File: src/rtl/spi_ram_pkg.sv
// Shared definitions for the SPI command RAM: command encodings, FSM state
// type and small elaboration-time helpers.
package spi_ram_pkg;

  localparam logic [1:0] CMD_WR_ADDR = 2'b00;
  localparam logic [1:0] CMD_WR_DATA = 2'b01;
  localparam logic [1:0] CMD_RD_ADDR = 2'b10;
  localparam logic [1:0] CMD_RD_DATA = 2'b11;

  // IDLE: no read data outstanding. TX_HOLD: dout/tx_valid held until tx_ack.
  typedef enum logic {
    IDLE    = 1'b0,
    TX_HOLD = 1'b1
  } state_e;

  function automatic int max_int(input int a, input int b);
    return (a > b) ? a : b;
  endfunction

  // True when an address selects an implemented word.
  function automatic logic in_range(input int addr, input int depth);
    return addr < depth;
  endfunction

endpackage

File: src/rtl/spi_ram_array.sv
// Single-port storage: synchronous write, registered read. Out-of-range
// writes are dropped and out-of-range reads return zero. The read register
// clears on reset; the memory words themselves are never cleared.
module spi_ram_array
  import spi_ram_pkg::*;
#(
  parameter int ADDR_WIDTH = 8,
  parameter int DATA_WIDTH = 8,
  parameter int MEM_DEPTH  = 256
) (
  input  logic                  clk,
  input  logic                  rst_n,
  input  logic                  we,
  input  logic [ADDR_WIDTH-1:0] waddr,
  input  logic [DATA_WIDTH-1:0] wdata,
  input  logic                  re,
  input  logic [ADDR_WIDTH-1:0] raddr,
  output logic [DATA_WIDTH-1:0] rdata
);

  logic [DATA_WIDTH-1:0] mem [MEM_DEPTH];

  logic w_ok;
  logic r_ok;

  assign w_ok = in_range(int'(waddr), MEM_DEPTH);
  assign r_ok = in_range(int'(raddr), MEM_DEPTH);

  // Word write; no reset so contents survive rst_n.
  always_ff @(posedge clk) begin
    if (we && w_ok) begin
      mem[waddr] <= wdata;
    end
  end

  // Read register: loads only on a read request, otherwise holds its value.
  always_ff @(posedge clk) begin
    if (!rst_n) begin
      rdata <= '0;
    end else if (re) begin
      rdata <= r_ok ? mem[raddr] : '0;
    end
  end

endmodule

File: src/rtl/spi_cmd_ram.sv
// Command-decoding RAM behind an SPI slave shift register.
// Frame = {cmd[1:0], payload}. Independent write/read address registers,
// read data returned through a tx_valid/tx_ack hold handshake.
// Optional build macro SPI_RAM_ADDR_AUTOINC_EN: accepted WR_DATA / RD_DATA
// post-increment their address register (MEM_DEPTH-1 wraps to 0).
//
// Handshake: a read accepted at edge N loads dout and raises tx_valid for
// cycle N+1. tx_valid and dout then hold until a cycle with tx_ack=1; that
// edge drops tx_valid unless the same edge also accepts a new RD_DATA, in
// which case dout reloads and tx_valid stays high. RD_DATA arriving while
// tx_valid=1 and tx_ack=0 is rejected with a one-cycle err pulse.
module spi_cmd_ram
  import spi_ram_pkg::*;
#(
  parameter  int ADDR_WIDTH = 8,
  parameter  int DATA_WIDTH = 8,
  parameter  int MEM_DEPTH  = 256,
  localparam int PAYLOAD_W  = max_int(ADDR_WIDTH, DATA_WIDTH),
  localparam int FRAME_W    = PAYLOAD_W + 2
) (
  input  logic                  clk,
  input  logic                  rst_n,
  input  logic [FRAME_W-1:0]    din,
  input  logic                  rx_valid,
  input  logic                  tx_ack,
  output logic [DATA_WIDTH-1:0] dout,
  output logic                  tx_valid,
  output logic                  err
);

  logic [1:0]            cmd;
  logic [PAYLOAD_W-1:0]  payload;
  logic [ADDR_WIDTH-1:0] wr_addr;
  logic [ADDR_WIDTH-1:0] rd_addr;
  state_e                state;

  logic is_wr_addr;
  logic is_wr_data;
  logic is_rd_addr;
  logic is_rd_data;
  logic wr_in_range;
  logic rd_in_range;
  logic rd_accept;
  logic rd_reject;
  logic wr_do;
  logic wr_bad;

  assign cmd     = din[FRAME_W-1 -: 2];
  assign payload = din[PAYLOAD_W-1:0];

  assign is_wr_addr = rx_valid && (cmd == CMD_WR_ADDR);
  assign is_wr_data = rx_valid && (cmd == CMD_WR_DATA);
  assign is_rd_addr = rx_valid && (cmd == CMD_RD_ADDR);
  assign is_rd_data = rx_valid && (cmd == CMD_RD_DATA);

  assign wr_in_range = in_range(int'(wr_addr), MEM_DEPTH);
  assign rd_in_range = in_range(int'(rd_addr), MEM_DEPTH);

  // A read is taken when nothing is outstanding or the outstanding word is
  // being acknowledged on this same edge.
  assign rd_accept = is_rd_data && ((state == IDLE) || tx_ack);
  assign rd_reject = is_rd_data && (state == TX_HOLD) && !tx_ack;
  assign wr_do     = is_wr_data && wr_in_range;
  assign wr_bad    = is_wr_data && !wr_in_range;

`ifdef SPI_RAM_ADDR_AUTOINC_EN
  function automatic logic [ADDR_WIDTH-1:0] bump(input logic [ADDR_WIDTH-1:0] a);
    return (int'(a) == MEM_DEPTH - 1) ? '0 : a + ADDR_WIDTH'(1);
  endfunction
`endif

  spi_ram_array #(
    .ADDR_WIDTH(ADDR_WIDTH),
    .DATA_WIDTH(DATA_WIDTH),
    .MEM_DEPTH (MEM_DEPTH)
  ) u_array (
    .clk  (clk),
    .rst_n(rst_n),
    .we   (wr_do),
    .waddr(wr_addr),
    .wdata(payload[DATA_WIDTH-1:0]),
    .re   (rd_accept),
    .raddr(rd_addr),
    .rdata(dout)
  );

  // Address registers, error pulse and the IDLE/TX_HOLD handshake FSM.
  always_ff @(posedge clk) begin
    if (!rst_n) begin
      wr_addr  <= '0;
      rd_addr  <= '0;
      tx_valid <= 1'b0;
      err      <= 1'b0;
      state    <= IDLE;
    end else begin
      err <= rd_reject || wr_bad || (rd_accept && !rd_in_range);

      if (is_wr_addr) begin
        wr_addr <= payload[ADDR_WIDTH-1:0];
      end
`ifdef SPI_RAM_ADDR_AUTOINC_EN
      else if (is_wr_data) begin
        wr_addr <= bump(wr_addr);
      end
`endif

      if (is_rd_addr) begin
        rd_addr <= payload[ADDR_WIDTH-1:0];
      end
`ifdef SPI_RAM_ADDR_AUTOINC_EN
      else if (rd_accept) begin
        rd_addr <= bump(rd_addr);
      end
`endif

      case (state)
        IDLE: begin
          if (rd_accept) begin
            tx_valid <= 1'b1;
            state    <= TX_HOLD;
          end
        end
        TX_HOLD: begin
          if (rd_accept) begin
            tx_valid <= 1'b1;
          end else if (tx_ack) begin
            tx_valid <= 1'b0;
            state    <= IDLE;
          end
        end
        default: begin
          tx_valid <= 1'b0;
          state    <= IDLE;
        end
      endcase
    end
  end

endmodule

File: config.mk
export PLATFORM = sky130hd
export DESIGN_NAME = spi_cmd_ram
export DESIGN_NICKNAME = d
export VERILOG_FILES = /design/src/rtl/spi_ram_pkg.sv /design/src/rtl/spi_ram_array.sv /design/src/rtl/spi_cmd_ram.sv
export SDC_FILE = /design/constraint.sdc
export NUM_CORES = 2
export LEC_CHECK = 0
export ABC_AREA = 1
export CAP_MARGIN = 40
export CORE_MARGIN = 2
export CORE_UTILIZATION = 25
export CTS_CLUSTER_DIAMETER = 50
export DETAILED_ROUTE_END_ITERATION = 8
export PLACE_DENSITY_LB_ADDON = 0.3
export SLEW_MARGIN = 30
export SYNTH_ARGS = -nofsm -noshare
export SYNTH_HDL_FRONTEND = slang
export SYNTH_SLANG_ARGS = --single-unit
File: constraint.sdc
create_clock -name clk -period 2.9 [get_ports clk]
set_input_delay 0.58 -clock clk [delete_from_list [all_inputs] [get_ports clk]]
set_output_delay 0.58 -clock clk [all_outputs]
set_load 0.02 [all_outputs]
==> reports/results.tsv <==
stage	metric	value	unit
placed_design	portBuffers	23	
logic_synthesis	yosys_warnings	0	
finish	area_growth	19.9	%
logic_synthesis	synthDistinctLibCells	17	
timing	fin_crit	2830	ps
placed_design	gp_congestion	0.833	
setup_path	path_class	reg -> reg	
setup_path	critPathLaunchType	flop	
global_routing	grt.overflow.total	0	
cts	holdBufCountCts	0	
detailed_routing	wl_per_cell	21.4	um
cts	insertion_delay	880	ps
logic_synthesis	synth.top_cell.area_share	73.1	%
floorplan	start_util	25.1	%
logic_synthesis	yosys.area.top_type	edfxtp_1	
detailed_routing	routed_wl	258000	um
finish	finalInstanceArea	101000	um2
finish	drive_above_1_share	12.5	%
setup_path	crit_fanout	38	
detailed_routing	avgViaCountPerCell	4.68	
logic_synthesis	seq_area_frac_synth	73.7	%
setup_path	critPathRequiredTime	3720	ps
timing	relSlewSlack	41.6	%
setup_path	crit_path_end_kind	flop	
cts	cts_tree	done	
cts	clock-sinks	2075	
logic_synthesis	synth-seq-cells	2075	
min_path	holdPathEnd	u_array.mem[242][1]	
global_routing	grt_pass1_wl	376000	um
setup_path	r2r-start	rd_addr[0]	
setup_path	reg2reg_depth	15	
timing	rsz0062_at_grt	false	
global_routing	busiest_layer	met2	
cts	clkTransAtPathRegs	60	ps
global_routing	grt_use_total	14.7	%
detailed_routing	ant_nets	0	
timing	worst_pin_slew	874	ps
pwr	fin_total_pwr	65000	uW
detailed_routing	drc	0	
pwr	ir_drop	0.656	mV
floorplan	core_area	336000	um2
timing	timing.fmax	353	MHz
global_routing	gr-usage-met3	2.14	%
cts	cts-htree-levels	4	
min_path	hp-class	in -> reg	
setup_path	cp_data_arrival_time	3650	ps
min_path	hold_path.startpoint	din[1]	
setup_path	r2r_end	u_array.rdata[3]	
floorplan	die_w	584	um
logic_synthesis	syn-instance-count	7111	
timing	clock_skew	40.1	ps
floorplan	die_h	584	um
logic_synthesis	syn-num-nets	7125	
floorplan	dieArea	341000	um2
global_routing	use_met1	19.9	%
detailed_routing	vias	56400	
cts	root_buffer	clkbuf_16	
global_routing	grtUsageMet2	24.1	%
finish	nets	7469	
pwr	power_density	645	nW/um2
cts	cts.path.max_buffers	3	
global_routing	antenna_found_initial	6	
global_routing	grt_pass1_vias	54800	
timing	finalHoldViolations	0	
logic_synthesis	synthTopCellsByArea	edfxtp_1, nand3_1, nand2_1, buf_2, nor2_1	
min_path	min_delay_path_depth	1	
cts	numCtsBuffers	221	
pwr	total_leakage_power	0.0349	uW
timing	final_max_slew_viol_count	0	
status	status	finished, final reports clean	
logic_synthesis	synth_area	84100	um2
flow_run	max-cap-violations	0	
placed_design	dp_hpwl	153000	um
floorplan	rows	213	
placed_design	postPlaceCellArea	93400	um2
timing	fin_crit_sh	97.6	%
floorplan	ioPinCount	24	
setup_path	rrSetupSlack	70	ps
detailed_routing	firstDrtPassIters	6	
timing	setup_viol	0	
global_routing	grt_max_degree	113	
detailed_routing	drt_iter0_drc	6020	
logic_synthesis	postSynthAreaPerCell	11.8	um2
-- Yosys cell counts, drive strengths merged --
library cell	n
nand2	2124
edfxtp	2048
nand3	2028
buf	368
nor2	305
clkbuf	120
inv	52
dfxtp	27
a21oi	17
o21ai	16
clkinv	3
nor3	3
-- critical path: stages (launching register included) --
cell	delay [ps]
dfxtp_4	410
inv_16	230
buf_12	260
buf_16	230
nand2_1	80
nand3_1	70
nand3_1	150
nand3_1	110
nand3_1	210
nand3_1	200
nand3_1	180
nand2_1	210
nand2_1	100
nand3_1	110
nand2_1	60
inv_1	60
-- timing repair --
action                                  CTS  global route
cloned                                    3             8
resized for setup                         6            15
endpoints found under the setup margin    3             8
setup buffers                             2             1
-- how the worst max path moves through the flow --
| stage | start | end | slack (ps) | depth (start not counted) |
|---|---|---|---|---|
| 2_1_floorplan | din[8] | u_array.mem[176][0] | 570 | 6 |
| 3_3_place_gp | rd_addr[0] | u_array.rdata[2] | -290 | 16 |
| 3_5_place_dp | rd_addr[0] | u_array.rdata[2] | -210 | 16 |
| 4_1_cts | rd_addr[0] | u_array.rdata[6] | 0.8 | 15 |
| 5_1_grt | rd_addr[1] | u_array.rdata[5] | 3 | 14 |
| 6_report | rd_addr[0] | u_array.rdata[3] | 70 | 15 |
-- kinds of logic after synthesis --
| family | Yosys count | share of synthesized area, % |
|---|---|---|
| compound gates | 33 | 0.196 |
| buf+inv | 543 | 3.14 |
| simple gates | 4460 | 22.9 |
| flops | 2075 | 73.7 |
-- flip-flops by register name, summed over array words and instances, names as in the netlist --
signal / cells
err: 1
rd_addr: 8
state: 1
tx_valid: 1
u_array.mem: 2048
u_array.rdata: 8
wr_addr: 8
-- power breakdown --
part           leakage (uW)  switching [uW]  internal, uW
logic                0.0128            3020          1160
clock network       0.00347           12100         15800
registers            0.0186            47.6         33000
-- layer usage --
layer / vias up / part of all wire [%]
met5: - / 0.0077
met4: 2 / 3.0
met3: 376 / 5.9
met2: 1860 / 48
met1: 28200 / 43
li1: 25900 / -
-- cells in the final DEF (no fill, tap or decap), drive strengths merged, types with 15 or more instances in the layout --
| master | instances |
|---|---|
| nand2 | 2124 |
| clkinv | 97 |
| dfxtp | 27 |
| clkbuf | 277 |
| nor2 | 305 |
| nand3 | 2028 |
| edfxtp | 2048 |
| bufinv | 16 |
| inv | 72 |
| buf | 583 |
| o21ai | 16 |
| a21oi | 17 |
| clkdlybuf4s50 | 15 |
-- cell type report --
type | count | area [um2]
Clock inverter | 142 | 1290
Sequential cell | 2075 | 62100
Fill cell | 34000 | 235000
Clock buffer | 269 | 5850
Inverter | 55 | 249
Multi-Input combinational cell | 4493 | 19500
Tap cell | 4407 | 5510
Antenna cell | 1 | 2.50
Timing Repair Buffer | 608 | 6410
Timing Repair inverter | 1 | 8.76
-- per-stage QoR --
| stage | setup slack [ps] | utilization [%] | hold slack (ps) | cells | TNS, ps |
|---|---|---|---|---|---|
| global placement | -293 | 27.8 | 482 | 11600 | -666 |
| CTS | 0.797 | 30.0 | 74.9 | 12000 | 0 |
| floorplan | 573 | - | 471 | 7111 | 0 |
| finish | 70.0 | 30.0 | 138 | 12100 | 0 |
| detailed placement | -210 | 27.8 | 490 | 11600 | -488 |
| global route | 3.27 | 30.0 | 95.8 | 12100 | 0 |
(Power assumes the default switching activity.)
